## config.mk

```make
export PLATFORM = sky130hd
export DESIGN_NAME = psram_rd_capture
export DESIGN_NICKNAME = d
export VERILOG_FILES = /design/src/rtl/psram_pkg.sv /design/src/rtl/psram_rd_timer.sv /design/src/rtl/psram_rd_capture.sv
export SDC_FILE = /design/constraint.sdc
export NUM_CORES = 1
export LEC_CHECK = 0
export ABC_AREA = 1
export ABC_CLOCK_PERIOD_IN_PS = 1650
export BUFFER_PORTS_ARGS = -buffer_cell sky130_fd_sc_hd__buf_2
export CAP_MARGIN = 20
export CORE_UTILIZATION = 30
export CTS_CLUSTER_DIAMETER = 40
export DETAILED_ROUTE_END_ITERATION = 12
export PLACE_DENSITY = 0.61
export RECOVER_POWER = 25
export SYNTH_ARGS = -nofsm -noshare
export SYNTH_HDL_FRONTEND = slang
export SYNTH_HIERARCHICAL = 1
export SYNTH_SLANG_ARGS = --single-unit
export TNS_END_PERCENT = 10
```

## constraint.sdc

```tcl
create_clock -name clk -period 1.65 [get_ports clk]
set_input_delay 0.165 -clock clk [delete_from_list [all_inputs] [get_ports clk]]
set_output_delay 0.165 -clock clk [all_outputs]
set_load 0.005 [all_outputs]
```

## src/rtl/psram_pkg.sv

```systemverilog
`default_nettype none
// ============================================================================
// Module      : psram_pkg
// Description : Shared types and constants for the PSRAM read-capture path.
// Revision    : 1.0 - initial release
// ============================================================================
package psram_pkg;

    localparam int PSRAM_WORD_W = 16;

    // {rwds_rise, rwds_fall} pattern that qualifies a read word
    localparam logic [1:0] RWDS_STROBE_VALID = 2'b10;

    typedef enum logic [1:0] {
        IDLE     = 2'd0,
        WAIT_LAT = 2'd1,
        CAPTURE  = 2'd2,
        DONE     = 2'd3
    } psram_rd_state_t;

endpackage
`default_nettype wire

```

## src/rtl/psram_rd_timer.sv

```systemverilog
`default_nettype none
// ============================================================================
// Module      : psram_rd_timer
// Description : Loadable down-counter, saturating at zero.
// Revision    : 1.0 - initial release
// ============================================================================
module psram_rd_timer #(
    parameter int WIDTH = 4
) (
    input  logic             clk,
    input  logic             n_reset,
    input  logic             i_load,
    input  logic [WIDTH-1:0] i_load_val,
    input  logic             i_dec,
    output logic [WIDTH-1:0] o_count
);

    logic [WIDTH-1:0] r_count;

    always_ff @(posedge clk or negedge n_reset) begin
        if (!n_reset) begin
            r_count <= '0;
        end else if (i_load) begin
            r_count <= i_load_val;
        end else if (i_dec && (r_count != '0)) begin
            r_count <= r_count - 1'b1;
        end
    end

    assign o_count = r_count;

endmodule
`default_nettype wire

```

## src/rtl/psram_rd_capture.sv

```systemverilog
`default_nettype none
// ============================================================================
// Module      : psram_rd_capture
// Description : Collects IDDR rise/fall sample pairs into 16-bit read words,
//               honouring initial latency, RWDS gating and burst length.
//               Optional CAPTURE watchdog enabled by PSRAM_RD_TIMEOUT_EN.
// Revision    : 1.0 - initial release
// ============================================================================
module psram_rd_capture
    import psram_pkg::*;
#(
    parameter int BURST_LEN   = 8,
    parameter int TIMEOUT_CYC = 32
) (
    input  logic                    clk,
    input  logic                    n_reset,
    input  logic                    start,
    input  logic [3:0]              latency,
    input  logic [7:0]              dq_rise,
    input  logic [7:0]              dq_fall,
    input  logic                    rwds_rise,
    input  logic                    rwds_fall,
    output logic [PSRAM_WORD_W-1:0] rdata,
    output logic                    rdata_valid,
    output logic                    busy,
    output logic                    done,
    output logic                    error
);

    if (BURST_LEN < 2 || BURST_LEN > 255 || TIMEOUT_CYC < 1) begin : g_param_check
        $error("psram_rd_capture: BURST_LEN or TIMEOUT_CYC out of range");
    end

    localparam logic [7:0] c_last_idx = 8'(BURST_LEN - 1);

    psram_rd_state_t         r_state;
    psram_rd_state_t         w_state_nxt;
    logic [7:0]              r_word_cnt;
    logic [3:0]              w_lat_cnt;
    logic                    w_start_ok;
    logic                    w_strobe;
    logic                    w_last_word;
    logic                    w_timeout;
    logic [PSRAM_WORD_W-1:0] r_rdata;
    logic                    r_rdata_valid;
    logic                    r_error;

    assign w_start_ok  = start && (r_state == IDLE);
    assign w_strobe    = (r_state == CAPTURE) &&
                         ({rwds_rise, rwds_fall} == RWDS_STROBE_VALID);
    assign w_last_word = w_strobe && (r_word_cnt == c_last_idx);

    psram_rd_timer #(
        .WIDTH (4)
    ) u_lat_timer (
        .clk        (clk),
        .n_reset    (n_reset),
        .i_load     (w_start_ok),
        .i_load_val (latency),
        .i_dec      (r_state == WAIT_LAT),
        .o_count    (w_lat_cnt)
    );

`ifdef PSRAM_RD_TIMEOUT_EN
    localparam int WD_W = $clog2(TIMEOUT_CYC + 1);

    logic [WD_W-1:0] w_wd_cnt;

    // Reloaded outside CAPTURE and on every strobe; counts strobe-less cycles
    psram_rd_timer #(
        .WIDTH (WD_W)
    ) u_wd_timer (
        .clk        (clk),
        .n_reset    (n_reset),
        .i_load     ((r_state != CAPTURE) || w_strobe),
        .i_load_val (WD_W'(TIMEOUT_CYC)),
        .i_dec      (r_state == CAPTURE),
        .o_count    (w_wd_cnt)
    );

    assign w_timeout = (r_state == CAPTURE) && !w_strobe && (w_wd_cnt == WD_W'(1));
`else
    assign w_timeout = 1'b0;
`endif

    // State register
    always_ff @(posedge clk or negedge n_reset) begin
        if (!n_reset) begin
            r_state <= IDLE;
        end else begin
            r_state <= w_state_nxt;
        end
    end

    // Next-state logic
    always_comb begin
        w_state_nxt = r_state;
        case (r_state)
            IDLE: begin
                if (start) begin
                    w_state_nxt = (latency != 4'd0) ? WAIT_LAT : CAPTURE;
                end
            end
            WAIT_LAT: begin
                if (w_lat_cnt == 4'd1) begin
                    w_state_nxt = CAPTURE;
                end
            end
            CAPTURE: begin
                if (w_last_word) begin
                    w_state_nxt = DONE;
                end else if (w_timeout) begin
                    w_state_nxt = IDLE;
                end
            end
            DONE: begin
                w_state_nxt = IDLE;
            end
            default: begin
                w_state_nxt = IDLE;
            end
        endcase
    end

    // Output decode
    always_comb begin
        busy = (r_state != IDLE);
        done = (r_state == DONE);
    end

    // Word assembly: one register stage from strobe to rdata_valid
    always_ff @(posedge clk or negedge n_reset) begin
        if (!n_reset) begin
            r_rdata       <= '0;
            r_rdata_valid <= 1'b0;
            r_word_cnt    <= '0;
            r_error       <= 1'b0;
        end else begin
            r_rdata_valid <= w_strobe;
            r_error       <= w_timeout;
            if (w_strobe) begin
                r_rdata <= {dq_rise, dq_fall};
            end
            if (w_start_ok) begin
                r_word_cnt <= '0;
            end else if (w_strobe) begin
                r_word_cnt <= r_word_cnt + 1'b1;
            end
        end
    end

    assign rdata       = r_rdata;
    assign rdata_valid = r_rdata_valid;
    assign error       = r_error;

endmodule
`default_nettype wire

```

Word level (Yosys, flattened, before mapping). Index checks and enable logic that the tools add are counted.

Latch bits: 0. Input port bits: 25. Memories kept: 0. Word-level logic and storage cells: 36. Output and inout bits: 20. Bits in read-only memories: 0. Memory bits (writable): 0. Register bits: 31.

Magnitude comparators: 0. Equality and inequality tests: 9. Multiplexer cells: 9. Add/sub/neg operators: 2. Divide/modulo/power cells: 0. Shift operators: 0. Bitwise operators: 0. $mul: 0. Reductions and logical operators: 11.

Operator list (count): 2-to-1 mux 8 bit (2); adder 8 x 1 -> 8 bit (second input constant) (1); equality test 8 x 3 -> 1 bit (second input constant) (1); 2-to-1 mux 2 bit (4); 2-to-1 mux 4 bit (2); case mux 2 bit (4 select lines) (1); nonzero test 4 bit (2); equality test 2 bit (second input constant) (3); inequality test 2 bit (second input constant) (3); nonzero test 2 bit (3); equality test 4 x 1 -> 1 bit (second input constant) (1); logical AND 1 bit (4); subtractor 4 x 1 -> 4 bit (second input constant) (1); AND reduction 3 bit (1); equality test 2 x 1 -> 1 bit (second input constant) (1); zero test 2 bit (1).

Depth between registers and ports, before layout. Gate-level depths: netlist of the first run.

Word-level depth: 5. Depth in mapped cells: 10. Mapped depth without buffers: 9.

By module. Netlist of the first run, hierarchy kept.

Modules (own cells, without submodules): psram_rd_capture (area an instance 1357.6 um^2, cells an instance 170, seq. area each 675.6 um^2, instances 1); psram_rd_timer (area an instance 281.5 um^2, cells an instance 45, seq. area each 100.1 um^2, instances 1).

Worst setup path after synthesis of the first run. OpenSTA, ideal clock, no wires.

Path type: reg2reg. Start point: reg r_state[0]. End point: reg u_lat_timer.r_count[3] (netlist: u_lat_timer/o_count[3]). Path slack: 0.269 ns. Buffers on the path: 0. Stages on the path, launching flop included: 10. Setup time: 0.116 ns. Data required time: 1.534 ns. Period minus slack after synthesis: 1.381 ns. Arrival time: 1.265 ns. Path through: dfrtp_1 -> inv_1 -> ha_1 -> nand2_1 -> inv_1 -> inv_2 -> nand3b_1 -> nand2_1 -> inv_1 -> nand2_1.

Word-level cells in the longest chain between the ends: 3. Elaborated cells between the ends (all ways): 6. Those cells by class: eq/ne (1); mux (1); reduce/logical (4).

Ends and longest elaborated chain: start: declaration (RTL line psram_rd_capture.sv:36) `psram_rd_state_t r_state;`; start signal: assignment (RTL line psram_rd_capture.sv:91) `r_state <= w_state_nxt;`; zero test 2 bit (*) (RTL line psram_rd_capture.sv:48) `assign w_start_ok = start && (r_state == IDLE);`; logical AND 1 bit (*) (RTL line psram_rd_capture.sv:48); net w_start_ok (RTL line psram_rd_capture.sv:40) `logic w_start_ok;`; 2-to-1 mux 4 bit / nonzero test 2 bit (equally long branches); end signal: assignment (RTL line psram_rd_timer.sv:24) `r_count <= i_load_val;`; end signal: assignment (RTL line psram_rd_timer.sv:26) `r_count <= r_count - 1'b1;`; end: declaration (RTL line psram_rd_timer.sv:18) `logic [WIDTH-1:0] r_count;`.

The timed path passes the listed nets; every way through them passes the cells marked *. A chain may end at the register's enable or synchronous reset.

Final worst setup path of the first run.
Start point: reg r_state[0]. End point: reg r_word_cnt[6].

Word-level cells in the longest chain between the ends: 3. Elaborated cells between the ends (all ways): 6. Those cells by class: eq/ne (1); mux (1); reduce/logical (4).

Ends and longest elaborated chain: equality test 2 bit / zero test 2 bit (equally long branches) (RTL line psram_rd_capture.sv:49, psram_rd_capture.sv:48); logical AND 1 bit, on equally long branches (RTL line psram_rd_capture.sv:49, psram_rd_capture.sv:48); nonzero test 2 bit (no line) / 2-to-1 mux 8 bit (equally long branches); end signal: assignment (RTL line psram_rd_capture.sv:147) `r_word_cnt <= r_word_cnt + 1'b1;`; end: declaration (RTL line psram_rd_capture.sv:38) `logic [7:0] r_word_cnt;`.

Several ways; a longest one is shown, not always the timed one.

==> results.md, run 1 <==
Run status
* finished, final reports clean — status

Pwr
* 40.0% — Flop pwr share
* 1.203 mW — Sw Pwr
* 1540 nW/um^2 — power density normalized to cell area
* 0.4018 mV — maximum resistive drop on vdd
* 38.50% — net switching share of the total power
* 3.124 mW — overall power
* 1.921 mW — cell-internal power
* 40.6% — portion of total power attributed to combinational logic
* 1.121 nW — leakage component of the power
* 19.4% — share of total power in the clock network

Floorplan
* 26 — Placement Rows
* 45 — num ports
* 5763 sq um — full die area
* 75.92 um — die width
* 31.69% — Initial Utilization
* 5172 sq um — Placeable Area
* 75.92 um — die boundary height

Worst hold path
* primary input to register — worst hold path type
* rdata[3] — hold endpoint
* 3 — Hold Path Cell Cnt
* dq_fall[3] — worst hold start

Layout
* 298 — final net count
* 0 — number of diodes added for antenna fixing
* 2028 sq um — total non-filler cell area in the finished layout
* nand2_1 — leading cell type in the layout, fill and taps excluded
* 22.93% — fraction of final layout cells sized beyond drive strength 1
* 97 x nand2_1, 37 x buf_2, 31 x dfrtp_1 — commonest cells after routing, fill and taps aside
* 23.74% — layout overhead on the synthesized area

Clock tree
* 5 — TritonCTS buffer count
* 70 ps — register clock-pin slew on the reported worst setup and hold paths
* 2 — number of buffers on the longest clock path
* 31 — number of clock sinks
* 0 — number of instances resized during post-cts repair
* 2 — CTS H-tree lvls
* 280 ps — clock latency reported for the late side of the worst-skew pair
* 1 — cts-stage hold buffer count
* done — TritonCTS clock tree
* 0 — Post-CTS Setup Repair Bufs
* clkbuf_8 — Clock Tree Root

Drt
* 4.292 — Avg Vias per Cell
* 10.47 um — final routed wire length divided by cell count
* 3518 um — total wire length after detailed routing
* 36 — Iteration-0 DRC Markers
* 0 — Post-route DRC
* 1442 — number of vias after detailed routing
* 0 — post-detailed-route count of antenna-violating nets
* 4 — First-pass DRT Iterations

Placement
* 2608 um — final HPWL from detailed placement
* 43 — number of input and output port buffers inserted
* 1937 sq um — area of placed instances
* 0.8137 — final weighted congestion of routability-driven global placement

Global route
* 0 — Congestion Overflow GR
* 1457 — via count of the first global-routing pass
* 6506 um — first-pass GRT wire length
* 0 — antenna violations before repair
* 13.91% — gr usage total
* 32 — maximum number of pins on one net before global-route repair

Yosys
* dfrtp_1 47%, nand2_1 22%, ha_1 5.3%, inv_1 4.4%, nor2_1 3.2% — synth top area cells
* 215 — cells after synthesis
* 47.33% — part of the Yosys area used for sequential elements
* 22 — count of unique library cells instantiated by Yosys
* 6 — warning count from the yosys run
* 7.624 sq um — syn_area_per_cell
* 47.33% — share of the synthesized area in the top cell type
* dfrtp_1 — post-synthesis cell type with the largest combined area
* 247 — Synth Net Count
* 1639 sq um — summed instance area of the synthesized netlist
* 31 — post-synthesis register bit count

Timing
* 0 ps — Fin Setup TNS
* 87.85% — final worst-path cycle share
* 0 — number of slew-limit violations in the final report
* false — RSZ-0062 raised after global routing
* 766.4 ps — Least-Margin Pin Slew
* 5.666 ps — Final Skew
* 0 — setup-violating endpoint count in the final report
* 0 — final hold violation count
* 48.90% — worst max-slew margin expressed relative to the limit
* 1450 ps — shortest period the worst path allows
* 689.9 MHz — highest achievable clock rate

Setup path
* 1660 ps — critical path arrival
* register to register — WS Path Type
* r_state[0] — Worst R2R Start
* 8 — maximum fanout along the worst path
* 200 ps — worst setup slack for register-to-register paths
* register — type of destination of the critical path
* 8 — cells on worst reg2reg path
* r_word_cnt[6] — capture point of the worst reg-to-reg path
* register — CP Launch Type
* 1860 ps — CP required

Job
* 0 — number of maximum-capacitance violations

-- layer usage --
| metal | GRT usage [%] | vias to the layer above | wire [um] |
|---|---|---|---|
| li1 | - | 766 | - |
| met1 | 17.20 | 644 | 1675 |
| met2 | 24.36 | 30 | 1664 |
| met3 | 3.976 | 2 | 156 |
| met4 | 2.308 | 0 | 22 |
| met5 | 0 | - | 0 |
-- cells by family after synthesis --
| logic type | share of synthesized area, % |
|---|---|
| other | 0.2288 |
| flip-flops | 47.33 |
| adder cells (fa/ha/maj) | 5.343 |
| AND/OR/NAND/NOR | 35.72 |
| buffers and inverters | 7.404 |
| AO/OA/AOI/OAI | 3.969 |
-- Yosys cell counts --
library cell,count
a21oi_1,6
buf_2,1
buf_4,2
buf_6,2
conb_1,1
dfrtp_1,31
ha_1,7
inv_1,19
inv_2,2
nand2_1,97
nand2_2,3
nand3_1,10
nand3_2,1
nand3b_1,2
nand4_1,4
nor2_1,14
nor2_2,2
nor2_4,2
nor3_1,1
nor3_2,1
o21ai_0,6
o21ai_1,1
-- through the flow --
stage	setup slack, ps	hold slack (ps)	cells	util (%)
finish	200.4	80.30	336	39.21
floorplan	268.8	-130.6	215	-
detailed placement	195.5	259.3	328	37.45
CTS	173.9	78.48	336	39.33
global route	50.26	91.91	336	39.21
global placement	237.2	262.9	328	37.45
-- how the worst max path moves through the flow --
stage                     cells past startpoint  slack (ps)                endpoint       start
after detailed placement                      8         200           r_word_cnt[6]  r_state[0]
after CTS                                     8         170           r_word_cnt[6]  r_state[0]
after global placement                        9         240              r_state[1]  r_state[0]
final                                         8         200           r_word_cnt[6]  r_state[0]
after global routing                          8          50           r_word_cnt[6]  r_state[0]
after floorplan                               9         270  u_lat_timer/o_count[3]  r_state[0]
-- area by class of cell --
cell class | instances | area [sq um]
Sequential cell | 31 | 775.7
Fill cell | 543 | 3144
Tap cell | 70 | 87.58
Clock buffer | 6 | 82.58
Clock inverter | 1 | 5.005
Multi-Input combinational cell | 158 | 742.0
Inverter | 21 | 78.83
Timing Repair Buffer | 49 | 256.5
-- critical path, cell delays in order (launching register included) --
cell	delay, ps
dfrtp_1	420
inv_1	110
ha_1	210
inv_2	60
nor2_2	90
nand2_2	140
nor3_2	160
nand2_1	80
a21oi_1	120
-- sequential cells by signal (all words and copies together) (netlist names) --
| name | count |
|---|---|
| r_state | 2 |
| r_word_cnt | 8 |
| rdata | 16 |
| rdata_valid | 1 |
| u_lat_timer/o_count | 4 |
-- power by group through the flow --
stage	registers (mW)	clock network (mW)	logic, mW
after floorplan	1.26	0	0.829
after global placement	1.26	0	1.29
after detailed placement	1.26	0	1.31
after CTS	1.25	0.622	1.31
after global routing	1.30	0.652	1.53
final	1.25	0.605	1.27
(Power assumes the default switching activity.)
==> inputs of run 2 (changes only) <==
--- a/config.mk
+++ b/config.mk
@@ -7,15 +7,14 @@
 export LEC_CHECK = 0
 export ABC_AREA = 1
 export ABC_CLOCK_PERIOD_IN_PS = 1650
-export BUFFER_PORTS_ARGS = -buffer_cell sky130_fd_sc_hd__buf_2
 export CAP_MARGIN = 20
 export CORE_UTILIZATION = 30
 export CTS_CLUSTER_DIAMETER = 40
 export DETAILED_ROUTE_END_ITERATION = 12
-export PLACE_DENSITY = 0.61
+export DONT_BUFFER_PORTS = 1
+export PLACE_DENSITY = 0.54
 export RECOVER_POWER = 25
 export SYNTH_ARGS = -nofsm -noshare
 export SYNTH_HDL_FRONTEND = slang
-export SYNTH_HIERARCHICAL = 1
 export SYNTH_SLANG_ARGS = --single-unit
 export TNS_END_PERCENT = 10
==> results.md, run 2 <==
Timing
* 0 — number of slew-limit violations in the final report, unchanged
* false — RSZ-0062 raised after global routing, unchanged
* 0 ps — Fin Setup TNS, unchanged
* 0 — setup-violating endpoint count in the final report, unchanged
* 771.1 ps — Least-Margin Pin Slew, was 766.4 ps
* 0 — final hold violation count, unchanged
* 674.6 MHz — highest achievable clock rate, was 689.9 MHz
* 48.60% — worst max-slew margin expressed relative to the limit, was 48.90%
* 7.550 ps — Final Skew, was 5.666 ps
* 1482 ps — shortest period the worst path allows, was 1450 ps
* 10.29 ps — Final Hold Slack, was 80.30 ps
* 89.84% — final worst-path cycle share, was 87.85%

Floorplan
* 73.60 um — die width, was 75.92 um
* 45 — num ports, unchanged
* 5416 sq um — full die area, was 5763 sq um
* 31.92% — Initial Utilization, was 31.69%
* 73.60 um — die boundary height, was 75.92 um
* 4817 sq um — Placeable Area, was 5172 sq um
* 25 — Placement Rows, was 26

Global route
* 13.69% — gr usage total, was 13.91%
* 1307 — via count of the first global-routing pass, was 1457
* 32 — maximum number of pins on one net before global-route repair, unchanged
* 0 — Congestion Overflow GR, unchanged
* 0 — antenna violations before repair, unchanged
* 5499 um — first-pass GRT wire length, was 6506 um

Setup path
* r_word_cnt[2] — capture point of the worst reg-to-reg path, was r_word_cnt[6]
* 8 — maximum fanout along the worst path, unchanged
* 1690 ps — critical path arrival, was 1660 ps
* register — CP Launch Type, unchanged
* register — type of destination of the critical path, unchanged
* 1860 ps — CP required, about the same
* r_state[0] — Worst R2R Start, unchanged
* 7 — cells on worst reg2reg path, was 8
* 170 ps — worst setup slack for register-to-register paths, was 200 ps
* register to register — WS Path Type, unchanged

Drt
* 0 — Post-route DRC, unchanged
* 4 — First-pass DRT Iterations, unchanged
* 26 — Iteration-0 DRC Markers, was 36
* 0 — post-detailed-route count of antenna-violating nets, unchanged
* 3247 um — total wire length after detailed routing, was 3518 um
* 4.382 — Avg Vias per Cell, was 4.292
* 11.27 um — final routed wire length divided by cell count, was 10.47 um
* 1262 — number of vias after detailed routing, was 1442

Pwr
* 0.8158 mV — maximum resistive drop on vdd, was 0.4018 mV
* 1448 nW/um^2 — power density normalized to cell area, was 1540 nW/um^2
* 0.9673 nW — leakage component of the power, was 1.121 nW

Yosys
* 50.45% — share of the synthesized area in the top cell type, was 47.33%
* 1538 sq um — summed instance area of the synthesized netlist, was 1639 sq um
* 0 — EDFF count, synth, unchanged
* 226 — Synth Net Count, was 247
* 16 — count of unique library cells instantiated by Yosys, was 22
* 31 — post-synthesis register bit count, unchanged
* dfrtp_1 — post-synthesis cell type with the largest combined area, unchanged
* 100.0% — Async SR Flop Fraction, unchanged
* 7.967 sq um — syn_area_per_cell, was 7.624 sq um
* 0 — warning count from the yosys run, was 6
* dfrtp_1 — most instantiated flip-flop cell in the synthesis netlist, unchanged
* 193 — cells after synthesis, was 215
* nand2_1 — most repeated cell in the gate-level netlist after synthesis, unchanged
* 50.45% — part of the Yosys area used for sequential elements, was 47.33%
* 83 x nand2_1, 31 x dfrtp_1, 18 x nor2_1 — most frequent cells after synthesis, was 97 x nand2_1, 31 x dfrtp_1, 19 x inv_1
* dfrtp_1 50%, nand2_1 20%, ha_1 6.5%, nand3_1 4.6%, nor2_1 4.4% — synth top area cells, was dfrtp_1 47%, nand2_1 22%, ha_1 5.3%, inv_1 4.4%, nor2_1 3.2%

Layout
* 775.7 sq um — combined flip-flop and latch cell area, unchanged
* 16 — max reg flops, unchanged
* 39.61% — final core utilization, was 39.21%
* 0 — number of diodes added for antenna fixing, unchanged
* 253 — final net count, was 298
* 522 — final-layout fill cell count, was 543
* 9.502% — fraction of final layout cells sized beyond drive strength 1, was 22.93%
* 1908 sq um — total non-filler cell area in the finished layout, was 2028 sq um
* 24.08% — layout overhead on the synthesized area, was 23.74%
* nand2_1 — leading cell type in the layout, fill and taps excluded, unchanged
* 683.2 sq um — multi-input logic area, was 742.0 sq um
* 83 x nand2_1, 31 x dfrtp_1, 18 x nor2_1 — commonest cells after routing, fill and taps aside, was 97 x nand2_1, 37 x buf_2, 31 x dfrtp_1

Clock tree
* 2 — CTS H-tree lvls, unchanged
* 31 — number of clock sinks, unchanged
* 290 ps — clock latency reported for the late side of the worst-skew pair, was 280 ps
* 5 — TritonCTS buffer count, unchanged
* 70 ps — register clock-pin slew on the reported worst setup and hold paths, about the same
* clkbuf_8 — Clock Tree Root, unchanged
* done — TritonCTS clock tree, unchanged
* 2 — number of buffers on the longest clock path, unchanged

Worst hold path
* 2 — Hold Path Cell Cnt, was 3
* latency[2] — worst hold start, was dq_fall[3]
* u_lat_timer.o_count[2] — hold endpoint, was rdata[3]
* primary input to register — worst hold path type, unchanged

Job
* 0 — number of maximum-capacitance violations, unchanged

Placement
* 0 — number of input and output port buffers inserted, was 43
* 2240 um — final HPWL from detailed placement, was 2608 um
* 0.7311 — final weighted congestion of routability-driven global placement, was 0.8137
* 1635 sq um — area of placed instances, was 1937 sq um

Run status
* finished, final reports clean — status, unchanged

## run 2: cell types whose count changed after synthesis, moves of 2 or more
| cell | previous run | this run |
|---|---|---|
| nand2_1 | 97 | 83 |
| inv_1 | 19 | 15 |
| nand3_1 | 10 | 14 |
| nand4_1 | 4 | 0 |
| nor2_1 | 14 | 18 |
| xor2_1 | 0 | 3 |
| inv_2 | 2 | 0 |
| nand3b_1 | 2 | 0 |
| nor2_2 | 2 | 0 |
## run 2: cells by family (layout without fill, tap and decap cells)
group	after synthesis	after routing	synth area share (%)
and+or+nand+nor	120	120	31.81
DFF	31	31	50.45
buffers and inverters	19	47	5.695
AOI/OAI and AO/OA	11	11	3.580
adders and majority gates	8	8	6.510
xor gates and xnor gates	3	3	1.709
other	1	1	0.2439
## run 2: routing by layer
| layer | share of wire [%] | vias up | global-route usage [%] | routed length (um) |
|---|---|---|---|---|
| met4 | 1.4 | 0 | 4.487 | 47 |
| met5 | 0 | - | 0 | 0 |
| li1 | - | 647 | - | - |
| met3 | 5.9 | 6 | 4.938 | 192 |
| met1 | 45 | 573 | 15.66 | 1456 |
| met2 | 48 | 36 | 23.65 | 1551 |
## run 2: critical path, stage by stage, from the launching register on
cell	delay, ps
dfrtp_1	380
inv_1	100
ha_1	200
nand3_2	190
buf_4	220
nor2_1	120
o21ai_0	90
a21oi_1	110
## run 2: worst max-delay path by stage
stage                    start                endpoint  slack, ps  depth (start not counted)
floorplan           r_state[0]           r_word_cnt[5]        250                          9
global placement    r_state[1]  u_lat_timer.o_count[3]        150                          7
detailed placement  r_state[0]                rdata[4]         90                          7
CTS                 r_state[0]                rdata[7]         60                          7
global route        r_state[0]           r_word_cnt[4]         20                          7
finish              r_state[0]           r_word_cnt[2]        170                          7
## run 2: through the flow
stage	worst slack, ps	cells	power [mW]
4_1_cts	64.82	288	2.788
3_5_place_dp	90.83	262	2.128
6_report	167.7	288	2.763
2_1_floorplan	248.9	193	1.892
5_1_grt	20.04	288	3.020
3_3_place_gp	146.2	262	2.134
## run 2: timing repair
| item | CTS | global route |
|---|---|---|
| buffers inserted | 0 | 0 |
| endpoints found under the setup margin | 0 | 16 |
| endpoints found under the hold margin | 47 | 0 |
| resized for setup | 0 | 2 |
| hold buffers | 18 | 0 |
## run 2: cell type report
type,instances,share of cell area (%)
repair buffers,24,11.54
clock buffers,5,3.607
multi-input cells,143,35.80
clock inverters,3,1.049
flip-flops and latches,31,40.66
inverters,15,2.951
well taps,67,4.393
## run 2: power by group
group / leakage (nW) / switching, mW / internal (mW)
registers: 0.401 / 0.208 / 1.03
clock network: 0.0402 / 0.304 / 0.293
logic: 0.526 / 0.538 / 0.387
==> inputs of run 3 (changes only) <==
--- a/config.mk
+++ b/config.mk
@@ -6,13 +6,12 @@
 export NUM_CORES = 1
 export LEC_CHECK = 0
 export ABC_AREA = 1
-export ABC_CLOCK_PERIOD_IN_PS = 1650
+export ABC_CLOCK_PERIOD_IN_PS = 1300
 export CAP_MARGIN = 20
 export CORE_UTILIZATION = 30
-export CTS_CLUSTER_DIAMETER = 40
 export DETAILED_ROUTE_END_ITERATION = 12
 export DONT_BUFFER_PORTS = 1
-export PLACE_DENSITY = 0.54
+export PLACE_DENSITY = 0.55
 export RECOVER_POWER = 25
 export SYNTH_ARGS = -nofsm -noshare
 export SYNTH_HDL_FRONTEND = slang
==> constraint.sdc (replaced) <==
create_clock -name clk -period 1.3 [get_ports clk]
set_input_delay 0.13 -clock clk [delete_from_list [all_inputs] [get_ports clk]]
set_output_delay 0.13 -clock clk [all_outputs]
set_load 0.005 [all_outputs]
==> results.md, run 3 (synthesis gave the netlist of run 2 again) <==
Timing
* 0 — number of slew-limit violations in the final report, unchanged
* 101.0% — final worst-path cycle share, was 89.84%
* 764.0 ps — Least-Margin Pin Slew, was 771.1 ps
* 4.393 ps — Final Skew, was 7.550 ps
* 4 — setup-violating endpoint count in the final report, was 0
* 9.663 ps — Final Hold Slack, was 10.29 ps
* 1313 ps — shortest period the worst path allows, was 1482 ps
* 49.07% — worst max-slew margin expressed relative to the limit, was 48.60%
* true — RSZ-0062 raised after global routing, was false
* -12.69 ps — post-route setup slack, was 167.7 ps
* 0 — final hold violation count, unchanged
* 761.8 MHz — highest achievable clock rate, was 674.6 MHz

Global route
* 4.390% — GRT met3 Usage, was 4.938%
* 17.80% — global-route met1 utilization, was 15.66%
* met2 — Top Usage Layer GRT, unchanged
* 5589 um — first-pass GRT wire length, was 5499 um
* 32 — maximum number of pins on one net before global-route repair, unchanged
* 14.00% — gr usage total, was 13.69%
* 0 — Congestion Overflow GR, unchanged
* 0 — antenna violations before repair, unchanged
* 21.41% — met2 Usage GRT, was 23.65%
* 1266 — via count of the first global-routing pass, was 1307

Setup path
* -10 ps — worst setup slack for register-to-register paths, was 170 ps
* 1470 ps — critical path arrival, was 1690 ps
* register — CP Launch Type, unchanged
* r_word_cnt[2] — capture point of the worst reg-to-reg path, unchanged
* 7 — cells on worst reg2reg path, unchanged
* 8 — maximum fanout along the worst path, unchanged
* register to register — WS Path Type, unchanged
* r_state[1] — Worst R2R Start, was r_state[0]
* 1460 ps — CP required, was 1860 ps
* register — type of destination of the critical path, unchanged

Worst hold path
* primary input to register — worst hold path type, unchanged
* 2 — Hold Path Cell Cnt, unchanged
* latency[3] — worst hold start, was latency[2]
* u_lat_timer.o_count[3] — hold endpoint, was u_lat_timer.o_count[2]

Drt
* 0 — post-detailed-route count of antenna-violating nets, unchanged
* 3406 um — total wire length after detailed routing, was 3247 um
* 4.345 — Avg Vias per Cell, was 4.382
* 1321 — number of vias after detailed routing, was 1262
* 4 — First-pass DRT Iterations, unchanged
* 0 — Post-route DRC, unchanged
* 40 — Iteration-0 DRC Markers, was 26
* 11.20 um — final routed wire length divided by cell count, was 11.27 um

Floorplan
* 73.60 um — die width, unchanged
* 73.60 um — die boundary height, unchanged
* 45 — num ports, unchanged
* 25 — Placement Rows, unchanged
* 5416 sq um — full die area, unchanged
* 31.92% — Initial Utilization, unchanged
* 4817 sq um — Placeable Area, unchanged

Pwr
* 0.9693 mV — maximum resistive drop on vdd, was 0.8158 mV
* 1.055 nW — leakage component of the power, was 0.9673 nW
* 1884 nW/um^2 — power density normalized to cell area, was 1448 nW/um^2

Clock tree
* 70 ps — register clock-pin slew on the reported worst setup and hold paths, about the same
* clkbuf_8 — Clock Tree Root, unchanged
* 2 — number of buffers on the longest clock path, unchanged
* 5 — TritonCTS buffer count, unchanged
* 31 — number of clock sinks, unchanged
* done — TritonCTS clock tree, unchanged
* 2 — CTS H-tree lvls, unchanged
* 280 ps — clock latency reported for the late side of the worst-skew pair, was 290 ps

Layout
* 44.08% — final core utilization, was 39.61%
* nand2_1 — leading cell type in the layout, fill and taps excluded, unchanged
* 38.08% — layout overhead on the synthesized area, was 24.08%
* 269 — final net count, was 253
* 82 x nand2_1, 31 x dfrtp_1, 20 x dlygate4sd3_1 — commonest cells after routing, fill and taps aside, was 83 x nand2_1, 31 x dfrtp_1, 18 x nor2_1
* 16 — max reg flops, unchanged
* 0 — number of diodes added for antenna fixing, unchanged
* 20.25% — fraction of final layout cells sized beyond drive strength 1, was 9.502%

Run status
* complete, but fails checks — status, was finished, final reports clean
* setup timing — violated checks

Placement
* 0.7355 — final weighted congestion of routability-driven global placement, was 0.7311
* 2231 um — final HPWL from detailed placement, was 2240 um
* 0 — number of input and output port buffers inserted, unchanged

Job
* 0 — number of maximum-capacitance violations, unchanged

==> run 3: cell types whose count changed in the layout (fill, tap and decap cells not counted), sizes merged <==
| cell | change |
|---|---|
| buf | +13 |
| clkbuf | +2 |
| clkinv | -1 |
| clkinvlp | -1 |
| dlygate4sd3 | +3 |
==> run 3: where the power goes <==
group	switching [mW]	internal, mW
Clock	0.368	0.481
Sequential	0.263	1.31
Combinational	0.823	0.754
Total	1.45	2.55
==> run 3: worst max path at each step <==
stage | startpoint | endpoint | slack (ps)
2_1_floorplan | r_state[0] | r_word_cnt[5] | -40
3_3_place_gp | r_state[1] | u_lat_timer.o_count[3] | -70
3_5_place_dp | r_state[1] | u_lat_timer.o_count[0] | -60
4_1_cts | r_state[0] | r_word_cnt[7] | -50
5_1_grt | r_state[0] | r_word_cnt[7] | -110
6_report | r_state[1] | r_word_cnt[2] | -10
==> run 3: worst max-delay path, stage by stage, from the launching register on <==
cell and delay, ps:
dfrtp_1 400, buf_4 160, ha_4 160, nand3_2 90, buf_6 140, nor2_1 50
o21ai_0 140, a21oi_1 60
==> run 3: what timing repair did <==
action	4_1_cts	5_1_grt
hold endpoints to repair	50	0
pin swaps	4	3
setup endpoints to repair	30	32
buffers inserted	4	1
resized for setup	12	8
hold buffers	21	0
==> run 3: stage by stage <==
stage          power, mW  instance area [sq um]  setup TNS [ps]  instances  setup WS, ps
2_1_floorplan      2.448                   1556          -129.5        193        -44.56
3_3_place_gp       2.840                   1714          -565.0        270        -73.23
3_5_place_dp       2.847                   1714           -1103        270        -64.71
4_1_cts            3.987                   2108          -121.1        303        -47.47
5_1_grt            4.337                   2123           -1425        304        -108.9
6_report           4.001                   2123          -36.23        304        -12.69
==> run 3: cell type report <==
class,instances,area [sq um]
Clock buffer,7,96.34
Clock inverter,1,7.507
Fill cell,490,2694
Inverter,15,56.30
Multi-Input combinational cell,143,744.5
Sequential cell,31,775.7
Tap cell,67,83.83
Timing Repair Buffer,40,359.1
==> run 3: per-layer routing <==
layer	vias up	part of all wire [%]
met5	-	0
met2	28	48
li1	679	-
met1	612	47
met4	0	1.4
met3	2	3.4
